**config.mk**
```make
export PLATFORM = sky130hd
export DESIGN_NAME = shift_latch_ctrl
export DESIGN_NICKNAME = d
export VERILOG_FILES = /design/src/rtl/shift_latch_pkg.sv /design/src/rtl/shift_latch_tick.sv /design/src/rtl/shift_latch_ctrl.sv
export SDC_FILE = /design/constraint.sdc
export NUM_CORES = 1
export LEC_CHECK = 0
export ABC_AREA = 1
export CAP_MARGIN = 30
export CORE_MARGIN = 2
export CORE_UTILIZATION = 51
export DETAILED_ROUTE_END_ITERATION = 12
export GPL_ROUTABILITY_DRIVEN = 0
export HOLD_SLACK_MARGIN = 0.05
export PLACE_DENSITY = 0.77
export REMOVE_ABC_BUFFERS = 1
export SLEW_MARGIN = 20
export SYNTH_ARGS = -nofsm -noshare
export SYNTH_HDL_FRONTEND = slang
export SYNTH_SLANG_ARGS = --single-unit
```
**constraint.sdc**
```tcl
create_clock -name clk -period 1.47 [get_ports clk]
set_input_delay 0.147 -clock clk [delete_from_list [all_inputs] [get_ports clk]]
set_output_delay 0.147 -clock clk [all_outputs]
set_load 0.1 [all_outputs]
```
**src/rtl/shift_latch_pkg.sv**
```systemverilog
// Shared types and width helpers for the 74595-chain sequencer.
// Holds the FSM state encoding and the counter-width functions.
// The readback feature is enabled by defining SHIFT_LATCH_CTRL_READBACK_EN.
package shift_latch_pkg;

  // Sequencer states: idle, shift-clock low phase, shift-clock high phase, latch pulse
  typedef enum logic [1:0] {
    IDLE  = 2'd0,
    SH_LO = 2'd1,
    SH_HI = 2'd2,
    LATCH = 2'd3
  } state_t;

  // Wide enough for any legal CLK_DIV (1..255)
  typedef logic [7:0] phase_cnt_t;

  // Bits needed to hold a bit count of 0..width
  function automatic int bit_cnt_w(input int width);
    return ($clog2(width + 1) < 1) ? 1 : $clog2(width + 1);
  endfunction

  // Bits needed to hold a phase count of 0..clk_div
  function automatic int phase_cnt_w(input int clk_div);
    return ($clog2(clk_div + 1) < 1) ? 1 : $clog2(clk_div + 1);
  endfunction

endpackage

```
**src/rtl/shift_latch_tick.sv**
```systemverilog
// Phase timer: counts CLK_DIV cycles per timed FSM phase.
// Latency: o_expire is high in the last cycle of a phase (CLK_DIV cycles after i_load).
// Backpressure: none; reloads whenever i_load is asserted, holds at zero otherwise.
module shift_latch_tick
  import shift_latch_pkg::*;
#(
  parameter int CLK_DIV = 2
) (
  input  logic i_clk,
  input  logic i_rst,
  input  logic i_load,
  output logic o_expire
);

  localparam int         CW     = phase_cnt_w(CLK_DIV);
  localparam phase_cnt_t RELOAD = phase_cnt_t'(CLK_DIV - 1);

  logic [CW-1:0] r_cnt;

  // Down-counter: reload on phase entry, stop at zero (never wraps)
  always_ff @(posedge i_clk) begin
    if (i_rst) begin
      r_cnt <= '0;
    end else if (i_load) begin
      r_cnt <= RELOAD[CW-1:0];
    end else if (r_cnt != '0) begin
      r_cnt <= r_cnt - CW'(1);
    end
  end

  assign o_expire = (r_cnt == '0);

endmodule

```
**src/rtl/shift_latch_ctrl.sv**
```systemverilog
// Serialises a parallel word into a 74595 chain (SER/SRCLK) then pulses RCLK.
// Latency: done fires (2*WIDTH+1)*CLK_DIV+1 cycles after the accepting edge.
// Backpressure: din_ready low while a transfer is in flight; optional readback via SHIFT_LATCH_CTRL_READBACK_EN.
module shift_latch_ctrl
  import shift_latch_pkg::*;
#(
  parameter int WIDTH     = 8,
  parameter int CLK_DIV   = 2,
  parameter int MSB_FIRST = 1
) (
  input  logic             clk,
  input  logic             rst,
  input  logic [WIDTH-1:0] din,
  input  logic             din_valid,
  output logic             din_ready,
  output logic             ser,
  output logic             srclk,
  output logic             rclk,
  output logic             oe_n,
  output logic             busy,
  output logic             done
`ifdef SHIFT_LATCH_CTRL_READBACK_EN
  ,
  input  logic             ser_in,
  output logic [WIDTH-1:0] dout
`endif
);

  localparam int BW = bit_cnt_w(WIDTH);

  state_t           r_state;
  logic [WIDTH-1:0] r_sh;
  logic [BW-1:0]    r_bits;
  logic             r_ser;
  logic             r_srclk;
  logic             r_rclk;
  logic             r_oe_n;
  logic             r_busy;
  logic             r_done;

  logic             w_ready;
  logic             w_start;
  logic             w_expire;
  logic             w_load;
  logic [WIDTH-1:0] w_sh_next;
  logic             w_first_bit;
  logic             w_next_bit;

  assign w_ready = ~r_busy & ~rst;
  assign w_start = din_valid & w_ready;
  // Reload the phase timer on every entry into a timed state
  assign w_load  = w_start | (r_busy & w_expire);

  assign w_sh_next   = (MSB_FIRST != 0) ? (r_sh << 1) : (r_sh >> 1);
  assign w_first_bit = (MSB_FIRST != 0) ? din[WIDTH-1] : din[0];
  assign w_next_bit  = (MSB_FIRST != 0) ? w_sh_next[WIDTH-1] : w_sh_next[0];

  shift_latch_tick #(
    .CLK_DIV (CLK_DIV)
  ) u_tick (
    .i_clk    (clk),
    .i_rst    (rst),
    .i_load   (w_load),
    .o_expire (w_expire)
  );

  // Main sequencer: state plus all registered chain-facing outputs
  always_ff @(posedge clk) begin
    if (rst) begin
      r_state <= IDLE;
      r_sh    <= '0;
      r_bits  <= '0;
      r_ser   <= 1'b0;
      r_srclk <= 1'b0;
      r_rclk  <= 1'b0;
      r_oe_n  <= 1'b1;
      r_busy  <= 1'b0;
      r_done  <= 1'b0;
    end else begin
      r_done <= 1'b0;
      case (r_state)
        IDLE: begin
          if (w_start) begin
            r_sh    <= din;
            r_ser   <= w_first_bit;
            r_bits  <= BW'(WIDTH);
            r_srclk <= 1'b0;
            r_busy  <= 1'b1;
            r_state <= SH_LO;
          end
        end
        SH_LO: begin
          if (w_expire) begin
            r_srclk <= 1'b1;
            r_state <= SH_HI;
          end
        end
        SH_HI: begin
          if (w_expire) begin
            r_srclk <= 1'b0;
            if (r_bits != BW'(1)) begin
              r_bits  <= r_bits - BW'(1);
              r_sh    <= w_sh_next;
              r_ser   <= w_next_bit;
              r_state <= SH_LO;
            end else begin
              r_bits  <= '0;
              r_ser   <= 1'b0;
              r_rclk  <= 1'b1;
              r_state <= LATCH;
            end
          end
        end
        LATCH: begin
          if (w_expire) begin
            r_rclk  <= 1'b0;
            r_busy  <= 1'b0;
            r_done  <= 1'b1;
            // First completed latch means the chain now holds real data
            r_oe_n  <= 1'b0;
            r_state <= IDLE;
          end
        end
        default: r_state <= IDLE;
      endcase
    end
  end

  assign din_ready = w_ready;
  assign ser       = r_ser;
  assign srclk     = r_srclk;
  assign rclk      = r_rclk;
  assign oe_n      = r_oe_n;
  assign busy      = r_busy;
  assign done      = r_done;

`ifdef SHIFT_LATCH_CTRL_READBACK_EN
  logic [WIDTH-1:0] r_rb;
  logic [WIDTH-1:0] r_dout;
  logic [WIDTH-1:0] w_rb_next;

  // Pack the incoming cascade bit in arrival order, same bit order as din
  always_comb begin
    w_rb_next = '0;
    if (MSB_FIRST != 0) begin
      w_rb_next    = r_rb << 1;
      w_rb_next[0] = ser_in;
    end else begin
      w_rb_next           = r_rb >> 1;
      w_rb_next[WIDTH-1]  = ser_in;
    end
  end

  // Sample QH' at the end of each high phase; publish the word as the latch completes
  always_ff @(posedge clk) begin
    if (rst) begin
      r_rb   <= '0;
      r_dout <= '0;
    end else begin
      if ((r_state == SH_HI) && w_expire) begin
        r_rb <= w_rb_next;
      end
      if ((r_state == LATCH) && w_expire) begin
        r_dout <= r_rb;
      end
    end
  end

  assign dout = r_dout;
`endif

endmodule

```
# Word level (Yosys, flattened, before mapping)
# Index checks and enable logic that the tools add are counted.
# op_classes
mux	30
bitwise_logic	7
reduce_logical	17
n_addsub	2
n_eq_ne	10
# ops
cell	n
2-to-1 mux 7 bit	3
AND reduction 4 bit	4
one-hot mux 7 bit (2 select lines)	1
2-to-1 mux 1 bit	12
2-to-1 mux 4 bit	3
inequality test 2 bit, second input constant	6
2-to-1 mux 2 bit	5
nonzero test 2 bit	5
one-hot mux 2 bit (4 select lines)	1
one-hot mux 4 bit (2 select lines)	1
one-hot mux 1 bit (2 select lines)	3
AND reduction 3 bit	2
== test 2 bit, second input constant	2
zero test 2 bit	2
inequality test 4 x 1 -> 1 bit, second input constant	1
OR reduction 2 bit	2
subtractor 4 x 1 -> 4 bit, second input constant	1
AND 1 bit	3
inverter 1 bit	3
one-hot mux 1 bit (3 select lines)	1
nonzero test 3 bit	1
== test 2 x 1 -> 1 bit, second input constant	1
AND reduction 2 bit	1
subtractor 2 x 1 -> 2 bit, second input constant	1
bitwise OR 1 bit	1
# totals
register_bits	21
out_inout_bits	7
wordCells	77
inputBits	11

# Depth between registers and ports, before layout
# depth
ltp_word	5
depth_mapped	9
mapped_depth_nobuf	9

# Hierarchy
# From an unflattened synthesis, not the netlist that was laid out.
# unflattened
hier_cells	157
hier_area_um2	1083.5
# modules_own_cells
mod	seq_area_each_um2	cells_per_inst	n_inst	area_each_um2
shift_latch_ctrl	380.4	139	1	963.4
shift_latch_tick	40.0	18	1	120.1

# Least setup slack after synthesis
# No wires, ideal clock.
# synth_timing
path_kind	register -> register
startpoint	reg r_busy, in the netlist busy
endpoint	reg r_sh[1]
stages_incl_launch_ff	7
synth_period_minus_slack_ps	2132
arrival_time_ps	2016
setup_slack_ps	-662
setup_time_ps	116
required_ps	1354
n_path_buf	0
path_cell_list	dfxtp_1 nor2_4 nand3_1 nand2_4 nand2_4 o21ai_0 nor2_1
# synth_between
elab_chain_cells	5
# synth_rtl
item	line	source
start, declared	shift_latch_ctrl.sv:38	logic r_busy;
start signal, assigned	shift_latch_ctrl.sv:77	r_busy <= 1'b0;
start signal, assigned	shift_latch_ctrl.sv:88	r_busy <= 1'b1;
start signal, assigned	shift_latch_ctrl.sv:117	r_busy <= 1'b0;
inverter 1 bit	shift_latch_ctrl.sv:49	assign w_ready = ~r_busy & ~rst;
AND 1 bit	shift_latch_ctrl.sv:49	
net din_ready	shift_latch_ctrl.sv:15	output logic din_ready,
AND 1 bit	shift_latch_ctrl.sv:50	assign w_start = din_valid & w_ready;
inequality test 2 bit (no source line)	--	
AND reduction 4 bit (no source line)	--	
end signal, assigned	shift_latch_ctrl.sv:84	r_sh <= din;
end signal, assigned	shift_latch_ctrl.sv:103	r_sh <= w_sh_next;
end, declared	shift_latch_ctrl.sv:32	logic [WIDTH-1:0] r_sh;
# The timed path passes the listed nets, and every way through them passes these cells.
# A chain may end at the register's enable or synchronous reset.

# Worst setup path after layout
# layout_timing
startpoint	reg u_tick.r_cnt[0]
endpoint	reg r_state[1]
# layout_between
elab_chain_cells	3
elab_cells_between_ends	5
cone_classes	3 x eq/ne; 2 x reduce/logical
# layout_rtl
item	line	source
start, declared	shift_latch_tick.sv:18	logic [CW-1:0] r_cnt;
start signal, assigned	shift_latch_tick.sv:25	r_cnt <= RELOAD[CW-1:0];
start signal, assigned	shift_latch_tick.sv:27	r_cnt <= r_cnt - CW'(1);
zero test 2 bit *	shift_latch_tick.sv:31	assign o_expire = (r_cnt == '0);
net u_tick.o_expire	shift_latch_tick.sv:12	output logic o_expire
inequality test 2 bit (no source line)	--	
AND reduction 4 bit (no source line) *	--	
end signal, assigned	shift_latch_ctrl.sv:70	r_state <= IDLE;
end signal, assigned	shift_latch_ctrl.sv:89	r_state <= SH_LO;
end signal, assigned	shift_latch_ctrl.sv:95	r_state <= SH_HI;
end, declared	shift_latch_ctrl.sv:31	state_t r_state;
# The timed path passes the listed nets; every way through them passes the cells marked *.

==> results.json <==
{
  "status": "completed",
  "p_leak_nw": 0.620,
  "postRouteWirelength_mm": 2.28,
  "arrival_ns": 1.61,
  "fmax_ghz": 0.725,
  "synth_seq_cells": 21,
  "die_h_um": 49.2,
  "yosysWarnings": 0,
  "internal_power_mw": 0.955,
  "path_max_fanout": 7,
  "synth_top_family_by_area": "simple AND/OR/NAND/NOR gates",
  "ff2ff_path_depth": 7,
  "overflow": 0,
  "dp_hpwl_mm": 1.67,
  "grt_pass1_wl_mm": 4.11,
  "sequentialPowerShare_pct": 45.8,
  "antenna_found_initial": 0,
  "port_buffers": 17,
  "synth.area.top_cells": "dfxtp_1 40%, nand2_1 16%, nor2_1 9.7%, o21ai_0 6.2%, nand3_1 4.3%",
  "crit_path_start_kind": "flop",
  "finalCriticalPeriod_ns": 1.38,
  "grt_pass1_vias": 957,
  "cp_top_family": "compound AO/OA/AOI/OAI gates",
  "rsz0062_at_grt": "no",
  "die_width_um": 49.2,
  "cts_max_level": 1,
  "synthArstFlopShare_pct": 0,
  "syn_area_um2": 1040,
  "synth_common_cells": "44 x nand2_1, 27 x nor2_1, 21 x dfxtp_1",
  "layout_setup_ws_ns": 0.0907,
  "diodes": 0,
  "swShare_pct": 35.1,
  "cts_buffers": 3,
  "num_vias": 1048,
  "synth-edff-count": 0,
  "finalHoldViolations": 0,
  "r2r_end": "r_state[1]",
  "synth_most_common_cell": "nand2_1",
  "dp_cells": 199,
  "cts_sinks": 21,
  "num_io_pins": 18,
  "rows": 16,
  "routedWlPerCell_um": 11.1,
  "fin_crit_sh_pct": 93.8,
  "drv_cap": 0,
  "final_util_pct": 72.7,
  "dp_slack_ns": -0.0160,
  "area_growth_syn_to_layout_pct": 35.5,
  "synthAdderAreaFrac_pct": 3.60,
  "clockBufferDepth": 2,
  "drt_iter0_drc": 33,
  "drv_slew": 0,
  "drt_first_pass_iters": 4,
  "drc": 0,
  "cts_hold_buf": 0,
  "synthSimpleGateAreaFrac_pct": 36.6,
  "reg2reg_from": "u_tick.r_cnt[0]",
  "antenna_left": 0,
  "layoutNonFillerInstCount": 206,
  "ys_types": 19,
  "p_clk_share_pct": 18.9,
  "initial_core_util_pct": 53.7,
  "critPathSlowestCell": "dfxtp_1",
  "timing.hold.ws_ns": 0.443,
  "p_sw_mw": 0.518,
  "worst-path-buf-inv": 3,
  "synth-xor-area-share_pct": 0,
  "syn-mean-instance-area_um2": 6.90,
  "grt_max_degree": 14,
  "dieArea_um2": 2420,
  "path_clk_slew_ns": 0.12,
  "slowest_delay_ns": 0.35,
  "clock_skew_ns": 0.00752,
  "synth_compound_area_share_pct": 12.0,
  "min_to": "r_sh[0]",
  "clockRootBuffer": "clkbuf_4",
  "combPwrFrac_pct": 35.3,
  "rrSetupSlack_ns": 0.09,
  "grt.total_usage_pct": 21.4,
  "cp.depth": 7,
  "hp-start": "din[0]",
  "yosysTopAreaCell": "dfxtp_1",
  "postSynthCellCount": 151,
  "tns_ns": 0,
  "hold_path_depth": 3,
  "muxShareOfSynthArea_pct": 0,
  "setup.worst_path.class": "flop to flop",
  "synth_ff_type": "dfxtp_1",
  "relSlewSlack_pct": 77.3,
  "viasPerCell": 5.09,
  "clk_latency_ns": 0.31,
  "cp_data_required_time_ns": 1.70,
  "path_cells": "inv_2 > ha_4 > inv_2 > buf_4 > o21ai_0 > o21ai_0 > a21oi_1",
  "min_path_type": "primary input to flop",
  "tightestPinTransition_ns": 0.341,
  "yosys.area.top_type_share_pct": 40.3,
  "finalNetCount": 194,
  "ir_drop_mv": 0.676,
  "cp-end-kind": "flop",
  "cts_tree": "built",
  "core_um2": 1940,
  "finalSetupViolCount": 0,
  "synth_seq_area_share_pct": 40.3,
  "drive_gt1_share_pct": 20.1,
  "power.density_nw_per_um2": 1040
}
[metal layers]
layer / vias to the layer above / wire (um) / track usage (%)
li1: 539 / - / -
met1: 474 / 965 / 26.4
met2: 30 / 1150 / 37.4
met3: 5 / 124 / 3.68
met4: 0 / 38 / 7.14
met5: - / 0 / 0
[cells by family after synthesis]
kind of cell,after synthesis
AO/OA/AOI/OAI,23
adder cells (fa/ha/maj),3
buffers and inverters,16
flip-flops,21
AND/OR/NAND/NOR,88
[through the flow]
step                area, um2  total power, mW
floorplan                1020            0.977
global placement         1340             1.14
detailed placement       1340             1.15
CTS                      1370             1.44
global route             1410             1.58
finish                   1410             1.47
[layout make-up]
| class | instances | area, um2 |
|---|---|---|
| multi-input combinational | 114 | 563 |
| inverter | 13 | 51.3 |
| clock inverter | 1 | 5.00 |
| clock buffer | 3 | 22.5 |
| tap | 27 | 33.8 |
| fill | 160 | 529 |
| sequential | 21 | 422 |
| timing repair buffer | 27 | 315 |
[state kept, by name, indices dropped and copies added (netlist names)]
register      flops
srclk             1
r_bits            4
rclk              1
ser               1
busy              1
done              1
u_tick.r_cnt      2
r_state           2
r_sh              7
oe_n              1
[power groups by stage]
stage	registers, mW	logic, mW	clock network, mW
finish	0.675	0.520	0.278
global placement	0.681	0.456	0
detailed placement	0.684	0.469	0
global route	0.682	0.582	0.318
CTS	0.672	0.472	0.293
floorplan	0.726	0.250	0
[placed cells by master (no fill, tap or decap), types with 2 or more instances in the layout]
master	instances
a21oi_1	6
a21oi_2	2
buf_12	7
buf_4	10
clkbuf_4	3
clkdlybuf4s50_1	10
dfxtp_1	20
ha_1	2
inv_1	10
inv_2	2
nand2_1	44
nand2_2	3
nand2_4	2
nand3_1	9
nor2_1	26
nor2_4	2
o21ai_0	12
[worst reg2reg max path, stage by stage (launching register included)]
cell     delay (ns)
dfxtp_1        0.35
inv_2          0.08
ha_4           0.17
inv_2          0.05
buf_4          0.15
o21ai_0        0.23
o21ai_0        0.13
a21oi_1        0.15
[what timing repair did]
action                     CTS  global route
hold endpoints to repair     0             0
setup buffers                0             3
pin swaps                    0             2
setup endpoints to repair    1            15
resized for setup            1             6
[how the worst max path moves through the flow]
stage                          from  slack (ns)         end
global route        u_tick.r_cnt[0]        0.02     r_sh[4]
floorplan                      busy       -0.66     r_sh[1]
detailed placement              rst       -0.02   r_bits[2]
global placement                rst        0.02     r_sh[4]
finish              u_tick.r_cnt[0]        0.09  r_state[1]
CTS                 u_tick.r_cnt[0]       0.004   r_bits[3]
No activity file was read; power rests on OpenSTA's default activity.
